File: config.mk
export PLATFORM = sky130hd
export DESIGN_NAME = counter_module
export DESIGN_NICKNAME = d
export VERILOG_FILES = /design/src/rtl/counter_module.sv
export SDC_FILE = /design/constraint.sdc
export NUM_CORES = 1
export LEC_CHECK = 0
export ABC_CLOCK_PERIOD_IN_PS = 3500
export BUFFER_PORTS_ARGS = -buffer_cell sky130_fd_sc_hd__buf_2
export CAP_MARGIN = 20
export CORE_AREA = 5 5 55 45
export DETAILED_ROUTE_END_ITERATION = 8
export DIE_AREA = 0 0 60 50
export SYNTH_ARGS = -nofsm -noshare
export SYNTH_HDL_FRONTEND = slang
export SYNTH_SLANG_ARGS = --single-unit
export TNS_END_PERCENT = 100
File: constraint.sdc
create_clock -name Clock -period 3.5 [get_ports Clock]
set_clock_uncertainty 0.1 [all_clocks]
set_input_delay 0.7 -clock Clock [delete_from_list [all_inputs] [get_ports Clock]]
set_output_delay 0.7 -clock Clock [all_outputs]
set_load 0.05 [all_outputs]
File: src/rtl/counter_module.sv
// N-bit up/down wrap-around counter with enable.
// Single-cycle overflow/underflow pulses are registered alongside the count.
module counter_module #(
   parameter int unsigned N = 8
) (
   input  logic         Clock,
   input  logic         Reset,
   input  logic         Count_en,
   input  logic         Up_Down_Ctrl,
   output logic [N-1:0] Count_out,
   output logic         Overflow_intr,
   output logic         Underflow_intr
);

   localparam logic [N-1:0] COUNT_MAX = {N{1'b1}};
   localparam logic [N-1:0] COUNT_ONE = N'(1);

   logic [N-1:0] count_nxt;
   logic         overflow_nxt;
   logic         underflow_nxt;

   // Next count and wrap detection from the current registered value
   always_comb begin
      count_nxt     = Count_out;
      overflow_nxt  = 1'b0;
      underflow_nxt = 1'b0;
      if (Count_en) begin
         if (!Up_Down_Ctrl) begin
            count_nxt    = Count_out + COUNT_ONE;
            overflow_nxt = (Count_out == COUNT_MAX);
         end else begin
            count_nxt     = Count_out - COUNT_ONE;
            underflow_nxt = (Count_out == '0);
         end
      end
   end

   always_ff @(posedge Clock or posedge Reset) begin
      if (Reset) begin
         Count_out      <= '0;
         Overflow_intr  <= 1'b0;
         Underflow_intr <= 1'b0;
      end else begin
         Count_out      <= count_nxt;
         Overflow_intr  <= overflow_nxt;
         Underflow_intr <= underflow_nxt;
      end
   end

endmodule

==> results.txt <==
Power spread over the standard cell area amounts to between 1000 and 1500 mW/mm^2. The count of warnings emitted by yosys came out at 0. Global routing consumed, on the met1 layer, 17.6% of the routing resources. The first-pass GRT wire length came out at 2790 um. For the final routed database, the setup TNS stands at 0 ns. STA classifies the critical path endpoint as a register.

The synthesized netlist devotes under 10% of its cell area to XOR and XNOR gates. TritonCTS built the clock tree. The cell area after synthesis came out at 711 um^2.

The tightest min-delay check is of the primary input to asynchronous set/reset pin type. The detailed placement HPWL is about 1300 um. The wire length per cell after detailed routing is 14.9 um. The number of antenna diodes in the final layout is 0.

The maximum VDD drop came out at roughly 0.54 mV. The area enclosed by the die boundary came out at 0.00300 mm^2. The total count of hold-check failures in the final report is 0. The number of global-route vias before repair came out at 589. The time the final worst path needs with I/O delays and setup is 2.19 ns. The net switching power of the design is 0.497 mW. The sequential power share came out at 25.1%. The net count of the finished layout is 102. The total wire length after detailed routing came out at between 1500 and 2000 um. The layer with the highest usage after global routing is met2. The final routed DRC violation total came out at 0. The clock share of power is 11.6%.

The classification of the worst setup path is primary input to register. The global-route usage over all layers came out at approximately an eighth. The detailed-routing iteration count for the pre-antenna-repair pass came out at 4. The via count of the routed design is between 600 and 700.

The final design instance area without fill is 837 um^2. The met2 demand-to-capacity share in global routing is approximately 18%. In this run, post-CTS repair resized a total of 0 instances. Across the run, the number of max-cap violations was 0. The largest family of logic cells by synthesized area is compound AO/OA/AOI/OAI gates.

The die span in y is around 50 um. The worst pin sits at a relative slew slack of 74.5%. Entering global routing, the biggest net connects 12 pins. In this run the worst path has a maximum fanout of 11.

The tightest hold path in the finished design has a slack of 0.286 ns. The clock-pin slew on the worst setup and hold paths came out at 0.07 ns. The initial cell density of the core is 37.6%.

Based on the critical path, the design can be clocked at up to 0.457 GHz. The type of element launching the critical path is a primary input. The max-slew violation total from the final report is 0. The number of different library cells in the post-synthesis netlist is 29. Global routing finished with a remaining overflow of 0. The number of buffers created by CTS came out at 3. The H-tree depth reported by CTS came out at 1.

The post-CTS setup buffer count came out at 0. Once detail routing completed, the nets flagged for antenna violations numbered 0. The flow ran to the end, and the final reports show no timing, DRC or antenna violations. The portion of total power attributed to combinational logic came out at between 60% and 70%. Setup repair after global routing left no endpoint under its margin. The placed instance area is 801 um^2. The number of buffers inserted by port buffering is 13. The count of mapped cells out of synthesis came out at 74. Data on the critical path arrives at its endpoint at 2.25 ns. The flip-flop and latch count after synthesis came out at 10. The pin slew with the least headroom to its limit is 0.383 ns. The total area inside the core boundary comes to 0.00189 mm^2.

The portion of the clock cycle consumed by the worst path in the final layout came out at a little over three fifths. The internal power summed over all cells came out at 0.438 mW. The share of the synthesized area in compound gates (AO/OA/AOI/OAI) came out at 22.2%.

The post-route netlist has 24.4% of its cells at a drive strength greater than 1. The root buffer cell chosen for the clock tree is sky130_fd_sc_hd__clkbuf_4. In this run, post-CTS hold repair placed 0 buffers. The number of DRC markers after the initial detailed-route iteration is 24. For the worst setup path, the data required time is ~3.6 ns. The average footprint of a synthesized cell came out at roughly 9.6 um^2. The area overhead of the layout relative to synthesis came out at 17.8%.

The post-synthesis net count is 85. The area share of and/or/nand/nor cells after synthesis came out at 15.0%. In this run the static leakage power is 0.410 nW. The switching share of power is around 53%.

The last weighted congestion value of the routability-driven placer is 0.807. For the worst-skew pair, the clock arrives at the later sink with an insertion delay of 0.27 ns. The buffer depth of the longest clock path is 2.

The met3 usage in global routing came out at under 10%. The via count normalized by instance count came out at roughly 5.5. After floorplanning, the core was divided into 14 placement rows. For this design, the sink count on the clock tree is 10. The initial antenna violation count came out at 0.

The die is 60 um wide. After synthesis, the share of cell area in mux cells is 5.99%. The setup violation total in the final timing report is 0. The synthesized netlist devotes roughly 13% of its cell area to adder and majority cells. The count of fill cells added during filler insertion came out at 190.

The I/O pin total is 14. The share of the Yosys chip area taken by registers is 35.2%.
[critical path: stages]
cell	delay, ns
sky130_fd_sc_hd__buf_2	0.18
sky130_fd_sc_hd__ha_1	0.37
sky130_fd_sc_hd__nor2b_1	0.17
sky130_fd_sc_hd__o31a_1	0.25
sky130_fd_sc_hd__o21ai_0	0.27
sky130_fd_sc_hd__mux2i_1	0.23
sky130_fd_sc_hd__nand2_1	0.07
[worst paths after layout]
kind,startpoint,end,slack (ns),depth (start not counted)
setup / recovery,Up_Down_Ctrl,Count_out[6],1.31,7
hold / removal,Reset,Count_out[0],0.29,2
setup reg to reg,Count_out[2],Count_out[6],1.53,6
hold reg to reg,Count_out[5],Underflow_intr,0.44,1
max in group asynchronous,Reset,Count_out[1],2.74,2
min in group Clock,Count_out[5],Underflow_intr,0.44,1
[cells in the mapped netlist]
cell | n | area (um^2)
sky130_fd_sc_hd__o21bai_1 | 2 | 15.0
sky130_fd_sc_hd__a211oi_2 | 1 | 12.5
sky130_fd_sc_hd__fa_1 | 1 | 20.0
sky130_fd_sc_hd__o31a_1 | 1 | 8.76
sky130_fd_sc_hd__a211oi_1 | 2 | 15.0
sky130_fd_sc_hd__a21oi_1 | 3 | 15.0
sky130_fd_sc_hd__a21o_1 | 2 | 15.0
sky130_fd_sc_hd__a22oi_1 | 1 | 7.51
sky130_fd_sc_hd__o21ai_0 | 3 | 15.0
sky130_fd_sc_hd__and3_1 | 2 | 12.5
sky130_fd_sc_hd__nor4_1 | 2 | 12.5
sky130_fd_sc_hd__o21a_1 | 1 | 7.51
sky130_fd_sc_hd__nand2_1 | 4 | 15.0
sky130_fd_sc_hd__nor2_1 | 7 | 26.3
sky130_fd_sc_hd__a31oi_1 | 2 | 12.5
sky130_fd_sc_hd__buf_2 | 1 | 5.00
sky130_fd_sc_hd__nand4_1 | 3 | 18.8
sky130_fd_sc_hd__nor3_1 | 3 | 15.0
sky130_fd_sc_hd__xor2_1 | 1 | 8.76
sky130_fd_sc_hd__inv_1 | 5 | 18.8
sky130_fd_sc_hd__xnor2_1 | 3 | 26.3
sky130_fd_sc_hd__mux2_2 | 2 | 22.5
sky130_fd_sc_hd__a32o_1 | 1 | 10.0
sky130_fd_sc_hd__ha_1 | 6 | 75.1
sky130_fd_sc_hd__dfrtp_1 | 10 | 250
sky130_fd_sc_hd__a221oi_2 | 1 | 15.0
sky130_fd_sc_hd__a21o_2 | 1 | 8.76
sky130_fd_sc_hd__mux2i_1 | 2 | 20.0
sky130_fd_sc_hd__nor2b_1 | 1 | 6.26
[logic make-up (layout without fill, tap and decap cells)]
logic type               after synthesis  after routing
buffers and inverters                  6             22
flip-flops                            10             10
AO/OA/AOI/OAI                         21             21
AND/OR/NAND/NOR                       22             22
XOR/XNOR                               4              4
adder cells (fa/ha/maj)                7              7
multiplexers                           4              4
[layer usage]
layer  vias to the layer above  wire length (um)
met5                         -                 0
met4                         0                 0
met3                         0               114
met2                        17               759
met1                       299               818
li1                        315                 -
[through the flow]
stage / power (mW) / utilization (%) / setup WS (ns) / cells
after floorplan: 0.690 / - / 1.43 / 74
after CTS: 0.936 / 44.2 / 1.33 / 114
final: 0.935 / 44.2 / 1.31 / 114
after global placement: 0.820 / 42.3 / 1.09 / 110
after global routing: 1.00 / 44.2 / 1.13 / 114
after detailed placement: 0.825 / 42.3 / 1.04 / 110
[layout make-up]
| class | count | area [um^2] | share of cell area, % |
|---|---|---|---|
| tap | 24 | 30.0 | 3.59 |
| sequential | 10 | 250 | 29.9 |
| timing repair buffer | 13 | 65.1 | 7.77 |
| inverter | 5 | 18.8 | 2.24 |
| multi-input combinational | 58 | 437 | 52.2 |
| clock buffer | 4 | 36.3 | 4.33 |
[registers in the layout, indices dropped and copies added, names as in the netlist]
| register | flops |
|---|---|
| Count_out | 8 |
| Overflow_intr | 1 |
| Underflow_intr | 1 |
[power groups by stage]
stage	Clock, mW	Combinational (mW)	Sequential, mW
final	0.109	0.592	0.234
after global routing	0.117	0.643	0.242
after CTS	0.110	0.594	0.233
after detailed placement	0	0.590	0.235
after global placement	0	0.585	0.235
after floorplan	0	0.305	0.385
[cells in the final DEF (no fill, tap or decap), drive strengths merged, types with 4 or more instances in the layout]
cell	n
clkbuf	4
ha	6
inv	5
dfrtp	10
nand2	4
buf	13
nor2	7
Note: power is estimated with default switching activity, not from simulation.
